### config.mk
export PLATFORM = sky130hd
export DESIGN_NAME = spi_master_tx
export DESIGN_NICKNAME = d
export VERILOG_FILES = /design/src/rtl/spi_master_tx.sv
export SDC_FILE = /design/constraint.sdc
export NUM_CORES = 1
export LEC_CHECK = 0
export ABC_AREA = 1
export CORE_MARGIN = 5
export CORE_UTILIZATION = 60
export CTS_CLUSTER_SIZE = 40
export DETAILED_ROUTE_END_ITERATION = 6
export PLACE_DENSITY = 0.88
export SETUP_SLACK_MARGIN = 0.3
export SLEW_MARGIN = 10
export SYNTH_ARGS = -nofsm -noshare
export SYNTH_HDL_FRONTEND = slang
export SYNTH_SLANG_ARGS = --single-unit
### constraint.sdc
create_clock -name clk -period 3.66 [get_ports clk]
set_clock_uncertainty 0.1 [all_clocks]
set_input_delay 0.366 -clock clk [delete_from_list [all_inputs] [get_ports clk]]
set_output_delay 0.366 -clock clk [all_outputs]
set_load 0.02 [all_outputs]
### src/rtl/spi_master_tx.sv
// Pixel-to-SPI serialiser: expands one packed pixel per handshake into a 32-bit
// word and shifts it out MSB-first. It also drives spi_reset, which keeps the
// receiver's word alignment in step with this block.
module spi_master_tx #(
  parameter int unsigned BITS_PER_PIXEL = 16,
  parameter int unsigned CLK_DIV        = 2,
  parameter int unsigned SYNC_CYCLES    = 4
) (
  input  logic                      clk,
  input  logic                      reset_n,
  input  logic [BITS_PER_PIXEL-1:0] pixel_data,
  input  logic                      pixel_valid,
  output logic                      pixel_ready,
  output logic                      spi_clk,
  output logic                      spi_mosi,
  output logic                      spi_reset,
  output logic                      busy
);

  localparam int unsigned BITS_PER_RGB = BITS_PER_PIXEL / 4;
  localparam int unsigned DIV_W        = (CLK_DIV > 1) ? $clog2(CLK_DIV) : 1;
  localparam int unsigned SYNC_W       = (SYNC_CYCLES > 1) ? $clog2(SYNC_CYCLES) : 1;
  localparam logic [DIV_W-1:0]  DIV_LAST  = DIV_W'(CLK_DIV - 1);
  localparam logic [SYNC_W-1:0] SYNC_LAST = SYNC_W'(SYNC_CYCLES - 1);

  typedef enum logic [1:0] {
    ST_SYNC,
    ST_IDLE,
    ST_SHIFT
  } state_t;

  state_t             state_q, state_d;
  logic [SYNC_W-1:0]  sync_cnt_q, sync_cnt_d;
  logic [DIV_W-1:0]   div_cnt_q, div_cnt_d;
  logic [4:0]         bit_cnt_q, bit_cnt_d;
  logic               high_q, high_d;
  logic [31:0]        shift_q, shift_d;
  logic               spi_clk_q, spi_clk_d;
  logic               mosi_q, mosi_d;
  logic               spi_reset_q, spi_reset_d;
  logic [31:0]        word;

  // Expand each channel into the top bits of its byte, zero-filling the rest.
  always_comb begin
    word = '0;
    for (int unsigned k = 0; k < 4; k++) begin
      word[8*k+7 -: BITS_PER_RGB] = pixel_data[k*BITS_PER_RGB +: BITS_PER_RGB];
    end
  end

  // State and datapath registers; reset drops the link to SYNC and discards any partial word.
  always_ff @(posedge clk or negedge reset_n) begin
    if (!reset_n) begin
      state_q     <= ST_SYNC;
      sync_cnt_q  <= '0;
      div_cnt_q   <= '0;
      bit_cnt_q   <= '0;
      high_q      <= 1'b0;
      shift_q     <= '0;
      spi_clk_q   <= 1'b0;
      mosi_q      <= 1'b0;
      spi_reset_q <= 1'b1;
    end else begin
      state_q     <= state_d;
      sync_cnt_q  <= sync_cnt_d;
      div_cnt_q   <= div_cnt_d;
      bit_cnt_q   <= bit_cnt_d;
      high_q      <= high_d;
      shift_q     <= shift_d;
      spi_clk_q   <= spi_clk_d;
      mosi_q      <= mosi_d;
      spi_reset_q <= spi_reset_d;
    end
  end

  // Next-state logic: sync countdown, word capture, and the low/high phase bit sequencer.
  always_comb begin
    state_d     = state_q;
    sync_cnt_d  = sync_cnt_q;
    div_cnt_d   = div_cnt_q;
    bit_cnt_d   = bit_cnt_q;
    high_d      = high_q;
    shift_d     = shift_q;
    spi_clk_d   = spi_clk_q;
    mosi_d      = mosi_q;
    spi_reset_d = spi_reset_q;
    case (state_q)
      ST_SYNC: begin
        spi_reset_d = 1'b1;
        if (sync_cnt_q == SYNC_LAST) begin
          sync_cnt_d  = '0;
          spi_reset_d = 1'b0;
          state_d     = ST_IDLE;
        end else begin
          sync_cnt_d = sync_cnt_q + 1'b1;
        end
      end
      ST_IDLE: begin
        spi_clk_d = 1'b0;
        mosi_d    = 1'b0;
        if (pixel_valid) begin
          // Bit 31 is presented on the same edge that starts its low phase.
          shift_d   = word;
          mosi_d    = word[31];
          bit_cnt_d = 5'd31;
          div_cnt_d = '0;
          high_d    = 1'b0;
          state_d   = ST_SHIFT;
        end
      end
      ST_SHIFT: begin
        if (div_cnt_q == DIV_LAST) begin
          div_cnt_d = '0;
          if (!high_q) begin
            high_d    = 1'b1;
            spi_clk_d = 1'b1;
          end else begin
            high_d    = 1'b0;
            spi_clk_d = 1'b0;
            if (bit_cnt_q == 5'd0) begin
              mosi_d  = 1'b0;
              state_d = ST_IDLE;
            end else begin
              bit_cnt_d = bit_cnt_q - 1'b1;
              shift_d   = {shift_q[30:0], 1'b0};
              mosi_d    = shift_q[30];
            end
          end
        end else begin
          div_cnt_d = div_cnt_q + 1'b1;
        end
      end
      default: state_d = ST_SYNC;
    endcase
  end

  assign pixel_ready = (state_q == ST_IDLE);
  assign busy        = (state_q == ST_SHIFT);
  assign spi_clk     = spi_clk_q;
  assign spi_mosi    = mosi_q;
  assign spi_reset   = spi_reset_q;

endmodule

Word level (Yosys, flattened, before mapping). Index checks and enable logic that the tools add are counted.

Register bits after elaboration: 45. Bits of input ports: 19. Output and inout port bits: 5. Word-level logic and storage cells: 60.

Add/sub/neg operators: 3. Equality and inequality tests: 9. Mux-type cells: 30. Reductions and logical operators: 9.

Operator list (count): two-way mux 31 bit (4); one-hot mux 31 bit (2 select lines) (1); two-way mux 5 bit (4); two-way mux 2 bit (6); one-hot mux 5 bit (2 select lines) (1); AND reduction 5 bit (2); two-way mux 1 bit (9); one-hot mux 1 bit (2 select lines) (4); != test 2 x 1 -> 1 bit (second input constant) (3); != test 2 bit (second input constant) (3); one-hot mux 2 bit (3 select lines) (1); AND reduction 3 bit (2); zero test 5 bit (1); subtractor 5 x 1 -> 5 bit (second input constant) (1); == test 2 bit (second input constant) (2); AND reduction 2 bit (2); adder 2 x 1 -> 2 bit (second input constant) (1); == test 2 x 1 -> 1 bit (second input constant) (1); zero test 2 bit (1); nonzero test 2 bit (1); adder 1 bit (second input constant) (1).

Depth between registers and ports, before layout.
Depth after elaboration: 5. Gate-level depth with buffers: 9.

Worst setup path before layout. Ideal clock, no wire load.

Path type: register to register. Start: register bit_cnt_q[0]. End: register bit_cnt_q[2]. Setup time: 0.117 ns. Arrival: 1.244 ns. Required time: 3.443 ns. Path slack: 2.199 ns. Stages on the path, launching flop included: 10. Path buffers: 1. Cell sequence: dfrtp_1 -> inv_1 -> ha_1 -> nand3_1 -> nand2_2 -> nand2_4 -> nand2_2 -> buf_4 -> nand2_1 -> nand2_1.

Longest elaborated chain between the ends: 5. Elaborated cells between the ends (all ways): 8. Classes of those cells: add/sub (1); eq/ne (1); mux (4); reduce/logical (2).

Ends and longest elaborated chain: from (decl) (RTL line 35) `logic [4:0] bit_cnt_q, bit_cnt_d;`; from (signal assigned) (RTL line 67) `bit_cnt_q <= bit_cnt_d;`; subtractor 5 x 1 -> 5 bit (RTL line 124) `bit_cnt_d = bit_cnt_q - 1'b1;`; two-way mux 5 bit (RTL line 120) `if (bit_cnt_q == 5'd0) begin`; two-way mux 5 bit (RTL line 114) `if (!high_q) begin`; two-way mux 5 bit (RTL line 112) `if (div_cnt_q == DIV_LAST) begin`; one-hot mux 5 bit (2 select lines) (RTL line 87) `case (state_q)`.

Several ways; a longest one is shown, not always the timed one. The select of a mux whose other input is x is not followed. A chain may end at the register's enable or synchronous reset.

Worst setup path after layout.
Start: register state_q[0]. End: output port busy.

Longest elaborated chain between the ends: 1.

Ends and longest elaborated chain: from (decl) (RTL line 32) `state_t state_q, state_d;`; from (signal assigned) (RTL line 64) `state_q <= state_d;`; == test 2 bit (RTL line 138) `assign busy = (state_q == ST_SHIFT);`; to (decl) (RTL line 17) `output logic busy`.

Every way passes these cells.

==> impl_metrics.json <==
{
  "cts_hold_buf": 0,
  "cp.required_ns": 3.19,
  "htree_num_levels": 2,
  "worstMarginPinSlew_ns": 0.876,
  "crit_type": "register to output pin",
  "grt.total_usage_pct": 18.6,
  "cts-root-buf": "clkbuf_4",
  "cp.arrival_ns": 2.38,
  "gp_congestion": 0.767,
  "status": "finished clean",
  "cpMostUsedCell": "inv_2",
  "nFillCells": 302,
  "die_h_um": 69.3,
  "ant_nets": 0,
  "fmaxAchievable_ghz": 0.351,
  "cts_sinks": 41,
  "final.setup.tns_ns": 0,
  "dieWidth_um": 69.3,
  "synth_adder_area_share_pct": 1.19,
  "critPathCaptureType": "output pin",
  "synth_top_family_by_area": "simple AND/OR/NAND/NOR gates",
  "regArea_mm2": 0.00103,
  "critical_path.cell_chain": "inv_2 > nand2_2 > inv_2 > clkdlybuf4s50_1",
  "cts_tree": "yes",
  "area_growth_pct": 14.0,
  "setup-violations-final": 0,
  "max-vdd-ir-drop_v": 0.000641,
  "clk_latency_ns": 0.36,
  "ys_seq_area_share_pct": 48.7,
  "power.leakage_uw": 0.00129,
  "worstPathMaxFanout": 31,
  "multi_input_area_um2": 910,
  "layout-drive-gt1-share_pct": 7.21,
  "grt_max_degree": 42,
  "synth-compound-area-share_pct": 1.13,
  "drc": 0,
  "grt-ovfl-total": 0,
  "grt_antenna_before_repair": 0,
  "power_density_mw_per_mm2": 791,
  "wl_per_cell_um": 11.3,
  "final_nets": 325,
  "core_area_mm2": 0.00336,
  "initial_core_util_pct": 62.8,
  "critPathTopFamily": "buffers and inverters",
  "io_pins": 24,
  "finalHoldViolCount": 0,
  "synthDistinctLibCells": 20,
  "die_area_mm2": 0.00480,
  "maxSlewHeadroom_pct": 41.6,
  "ys.warnings.count": 0,
  "slew_violations": 0,
  "netlist_instances": 288,
  "dr.max_layer_used": "met4",
  "n_antenna_cell": 0,
  "post-route-period-util_pct": 77.8,
  "grt_pass1_wl_um": 7340,
  "period_needed_ns": 2.85,
  "synth_xor_area_share_pct": 0.415,
  "routed-via-count": 1740,
  "grt_pass1_vias": 1691,
  "avgSynthCellArea_um2": 7.33,
  "yosys.area_share.simple_pct": 39.8,
  "muxShareOfSynthArea_pct": 0.533,
  "cp-start-kind": "register",
  "row_count": 21,
  "cts_buffer_depth": 2,
  "wl_met2_um": 1770,
  "postCtsSetupRepairBufs": 0,
  "drt-initial-drc-count": 214,
  "via_per_inst": 4.96,
  "wl_met1_um": 1920,
  "synth_area_mm2": 0.00211,
  "synth_fp_nets": 309,
  "drtPass1Iterations": 4,
  "clk_pin_slew_worst_paths_ns": 0.14,
  "crit_slowest_cell": "clkdlybuf4s50_1",
  "cts_resized": 0,
  "drv_cap": 0,
  "dp_cells": 343,
  "cts_buffers": 5,
  "instances_no_fill": 351,
  "hp-class": "primary input to asynchronous set/reset pin",
  "portBuffers": 23,
  "dr_wl_met3_um": 214,
  "place_hpwl_um": 2560,
  "ys_ff_latch": 41,
  "max_stage_delay_ns": 0.70,
  "routed_wl_um": 3950,
  "path_buf_inv": 3,
  "rsz0062_at_grt": "false"
}
## cell usage in the layout (no fill, tap or decap), drive strengths merged
| cell type | netlist | layout |
|---|---|---|
| a21oi | 2 | 2 |
| buf | 13 | 1 |
| bufinv | 0 | 1 |
| clkbuf | 1 | 6 |
| clkdlybuf4s50 | 0 | 22 |
| clkinvlp | 0 | 1 |
| dfrtp | 40 | 40 |
| dfstp | 1 | 1 |
| ha | 2 | 2 |
| inv | 26 | 26 |
| mux2 | 1 | 1 |
| nand2 | 137 | 137 |
| nand3 | 42 | 42 |
| nor2 | 20 | 20 |
| o21ai | 2 | 2 |
| xnor2 | 1 | 1 |
## final timing paths
kind | slack (ns) | cells after the start | endpoint | start
setup / recovery | 0.81 | 4 | busy | state_q[0]$_DFFE_PN0P_
hold / removal | 0.007 | 1 | shift_q[24]$_DFFE_PN0P_ | reset_n
setup reg to reg | 1.01 | 8 | shift_q[12]$_DFFE_PN0P_ | state_q[0]$_DFFE_PN0P_
hold reg to reg | 0.38 | 1 | sync_cnt_q[0]$_DFFE_PN0N_ | sync_cnt_q[0]$_DFFE_PN0N_
max in group asynchronous | 2.89 | 1 | sync_cnt_q[1]$_DFFE_PN0N_ | reset_n
min in group clk | 0.38 | 1 | sync_cnt_q[0]$_DFFE_PN0N_ | sync_cnt_q[0]$_DFFE_PN0N_
## metrics by stage
stage	total power [µW]	setup slack, ns	hold WS, ns	util [%]	instance area (µm²)
after floorplan	1440	2.20	-0.0296	-	2110
after global placement	1570	1.11	0.354	68.9	2320
after detailed placement	1600	1.00	0.359	68.9	2320
after CTS	1910	0.813	0.0303	71.5	2410
after global routing	2090	0.648	0.0651	71.5	2410
final	1900	0.812	0.00679	71.5	2410
## area by class of cell
class / instances / area share (%)
tap: 46 / 2.39
clock buffer: 6 / 2.13
timing repair buffer: 23 / 9.36
clock inverter: 2 / 1.56
sequential: 41 / 42.7
inverter: 26 / 4.06
multi-input combinational: 207 / 37.8
## per-layer routing
| layer | track usage (%) | vias to the layer above |
|---|---|---|
| met5 | 0 | - |
| met4 | 7.16 | 0 |
| met3 | 5.94 | 4 |
| met2 | 28.1 | 39 |
| met1 | 24.9 | 786 |
| li1 | - | 911 |
## registers in the layout (all words and copies together), names as in the netlist
name        count
spi_clk         1
spi_reset       1
sync_cnt_q      2
bit_cnt_q       5
div_cnt_q       1
spi_mosi        1
state_q         2
high_q          1
shift_q        27
## kinds of logic (layout without fill, tap and decap cells)
| kind of cell | count (synthesis) | after routing |
|---|---|---|
| AOI/OAI and AO/OA | 4 | 4 |
| xor gates and xnor gates | 1 | 1 |
| adders and majority gates | 2 | 2 |
| buffers and inverters | 40 | 57 |
| DFF | 41 | 41 |
| muxes | 1 | 1 |
| and+or+nand+nor | 199 | 199 |
## Yosys cell counts (all sizes together)
| cell type | count | share of area [%] |
|---|---|---|
| nand2 | 137 | 25 |
| buf | 13 | 3.4 |
| a21oi | 2 | 0.65 |
| inv | 26 | 4.6 |
| ha | 2 | 1.2 |
| dfstp | 1 | 1.2 |
| mux2 | 1 | 0.53 |
| clkbuf | 1 | 0.18 |
| xnor2 | 1 | 0.42 |
| o21ai | 2 | 0.47 |
| dfrtp | 40 | 47 |
| nand3 | 42 | 10 |
| nor2 | 20 | 4.7 |
## report_power, final
group	switching [µW]	internal, µW
clock network	152	162
logic	563	283
registers	114	629
Note: power is estimated with default switching activity, not from simulation.
==> RTL edit, RTL diff (same settings) <==
`shift_q` no longer has a reset.
--- a/src/rtl/spi_master_tx.sv
+++ b/src/rtl/spi_master_tx.sv
@@ -56,7 +56,6 @@
       div_cnt_q   <= '0;
       bit_cnt_q   <= '0;
       high_q      <= 1'b0;
-      shift_q     <= '0;
       spi_clk_q   <= 1'b0;
       mosi_q      <= 1'b0;
       spi_reset_q <= 1'b1;
@@ -66,11 +65,14 @@
       div_cnt_q   <= div_cnt_d;
       bit_cnt_q   <= bit_cnt_d;
       high_q      <= high_d;
-      shift_q     <= shift_d;
       spi_clk_q   <= spi_clk_d;
       mosi_q      <= mosi_d;
       spi_reset_q <= spi_reset_d;
     end
+  end
+
+  always_ff @(posedge clk) begin
+    shift_q <= shift_d;
   end
 
   // Next-state logic: sync countdown, word capture, and the low/high phase bit sequencer.
Function: no difference found for any inputs over 10 cycles, from zero or initial values and one cycle with reset_n low; that may be too few to reach the edited logic, so the function may still have changed.
==> RTL edit against the unedited design <==
Count of clock-buffer cells in the layout unchanged. Power decreased by 3.4%. Wire length decreased by 21%. Cell area decreased by 9.1%. Sequential cell count unchanged. Area after synthesis decreased by 12%. Non-clock buffer count increased by 1. Clock power decreased by 1%. Worst setup slack improved by 0.064 ns. Critical path type unchanged. Largest power group is now registers.
==> RTL edit: results (changes against the unedited design) <==
Final layout
  – Nets: 247 (was 325)
  – Fillers: 211 (was 302)
  – Layout cells sized above 1: 8.37% (was 7.21%)
  – Regs by FF count: shift_q x27, bit_cnt_q x5 (unchanged)
  – Diodes inserted: 0 (unchanged)

Logic synthesis
  – Syn_nets: 221 (was 309)
  – Post-synth EDFFs: 27 (was 0)
  – Leading post-synthesis cells by cell area: edfxtp_1 (44%), dfrtp_1 (18%), nand2_1 (16%), inv_1 (5.5%), nor2_1 (3.7%) (was dfrtp_1 (47%), nand2_1 (23%), nand3_1 (10%), inv_1 (4.1%), nor2_1 (3.2%))
  – YS warnings: 0 (unchanged)
  – Mapped Cells: 200 (was 288)
  – FFs w/ async S/R, synth: 34.1% (was 100%)
  – List of most frequent post-synthesis cells: nand2_1 (80), edfxtp_1 (27), inv_1 (27) (was nand2_1 (132), nand3_1 (42), dfrtp_1 (40))
  – Netlist cell types: 19 (was 20)
  – Fraction of the yosys area taken by sequential cells: 62.9% (was 48.7%)

Clocking
  – Setup Buffers After CTS: 0 (unchanged)
  – Clk_lat worst skew: 0.35 ns
  – Worst-path clk slew: 0.13 ns
  – CTS buffer count: 5 (unchanged)
  – Root buffer cell: clkbuf_4 (unchanged)
  – Count of cells resized by post-cts repair: 0 (unchanged)
  – Max clock buf depth: 2 (unchanged)
  – Max H-tree Level: 2 (unchanged)

GRT
  – Largest net degree at the start of global routing: 32 (was 42)
  – Initial antenna violation count: 0 (unchanged)
  – Vias in the first global route: 1236 (was 1691)
  – First-pass GRT wire length: 5.33 mm (was 7.34 mm)
  – GRT Overall Usage: 16.5% (was 18.6%)

Route
  – Iter 0 DRT Violations: 56 (was 214)
  – Via density: 4.98 (was 4.96)
  – Pre-antenna DRT Iters: 4 (unchanged)
  – Avg WL per Cell: 12.0 um (was 11.3 um)
  – Via count: 1296 (was 1740)

Outcome
  – Status: completed (unchanged)

Setup path
  – Crit path DAT: 2.32 ns (was 2.38 ns)
  – CP endpoint kind: output pin (unchanged)
  – CP top delay family: buffers and inverters (unchanged)
  – Worst path slowest cell: clkdlybuf4s50_1 (unchanged)
  – CP max stage delay: between 0.6 and 0.7 ns

Placement
  – Placer congestion estimate: 0.791 (was 0.767)
  – Buffers on Ports: 23 (unchanged)
  – Dpl cell area: 2100 um^2 (was 2320 um^2)
  – DP Wirelength: 2.14 mm (was 2.56 mm)

STA
  – Relative slew slack: 57.3% (was 41.6%)

Worst hold path
  – HP Class: input pin to asynchronous set/reset pin (unchanged)

Power
  – Lkg Pwr: 1.05 nW (was 1.29 nW)
  – Max IR drop VDD: 0.000474 V (was 0.000641 V)
-- RTL edit: cell families after synthesis --
| logic type | count (synthesis) | share of synthesized area, % |
|---|---|---|
| compound gates | 4 | 1.08 |
| mux | 1 | 0.609 |
| xor+xnor | 1 | 0.474 |
| buf+inv | 33 | 7.31 |
| simple gates | 118 | 26.3 |
| fa+ha+maj | 2 | 1.35 |
| flops | 41 | 62.9 |
-- RTL edit: metal layers --
metal,GRT usage (%),up-vias,share of wire [%]
met3,4.96,6,4.5
met1,20.0,598,45
li1,-,668,-
met5,0,-,0
met2,28.6,24,49
met4,4.66,0,1.2
-- RTL edit: worst paths after layout --
check,start,end,slack (ns),cells past startpoint
setup / recovery,state_q[0],busy,0.88,4
hold / removal,reset_n,bit_cnt_q[2],0.30,1
setup reg to reg,state_q[0],shift_q[30],1.21,8
hold reg to reg,sync_cnt_q[0],sync_cnt_q[0],0.39,1
max in group asynchronous,reset_n,high_q,2.75,1
min in group clk,sync_cnt_q[0],sync_cnt_q[0],0.39,1
-- RTL edit: cell type report --
cell class,instances,area (um^2),area share (%)
Inverter,28,105,4.81
Clock buffer,6,51.3,2.35
Multi-Input combinational cell,126,552,25.2
Tap cell,33,41.3,1.89
Sequential cell,41,1160,53.1
Timing Repair Buffer,24,238,10.9
Clock inverter,2,37.5,1.72
-- RTL edit: power breakdown --
part | internal, mW | switching [mW]
registers | 0.795 | 0.102
clock network | 0.162 | 0.148
logic | 0.220 | 0.412
total | 1.18 | 0.661
-- RTL edit: metrics by stage --
step	hold slack, ns	worst slack [ns]	power [mW]
after floorplan	-0.0296	1.64	1.36
after global routing	0.362	0.705	1.97
final	0.297	0.877	1.84
after detailed placement	0.375	1.22	1.54
after global placement	0.361	1.26	1.52
after CTS	0.322	0.850	1.85
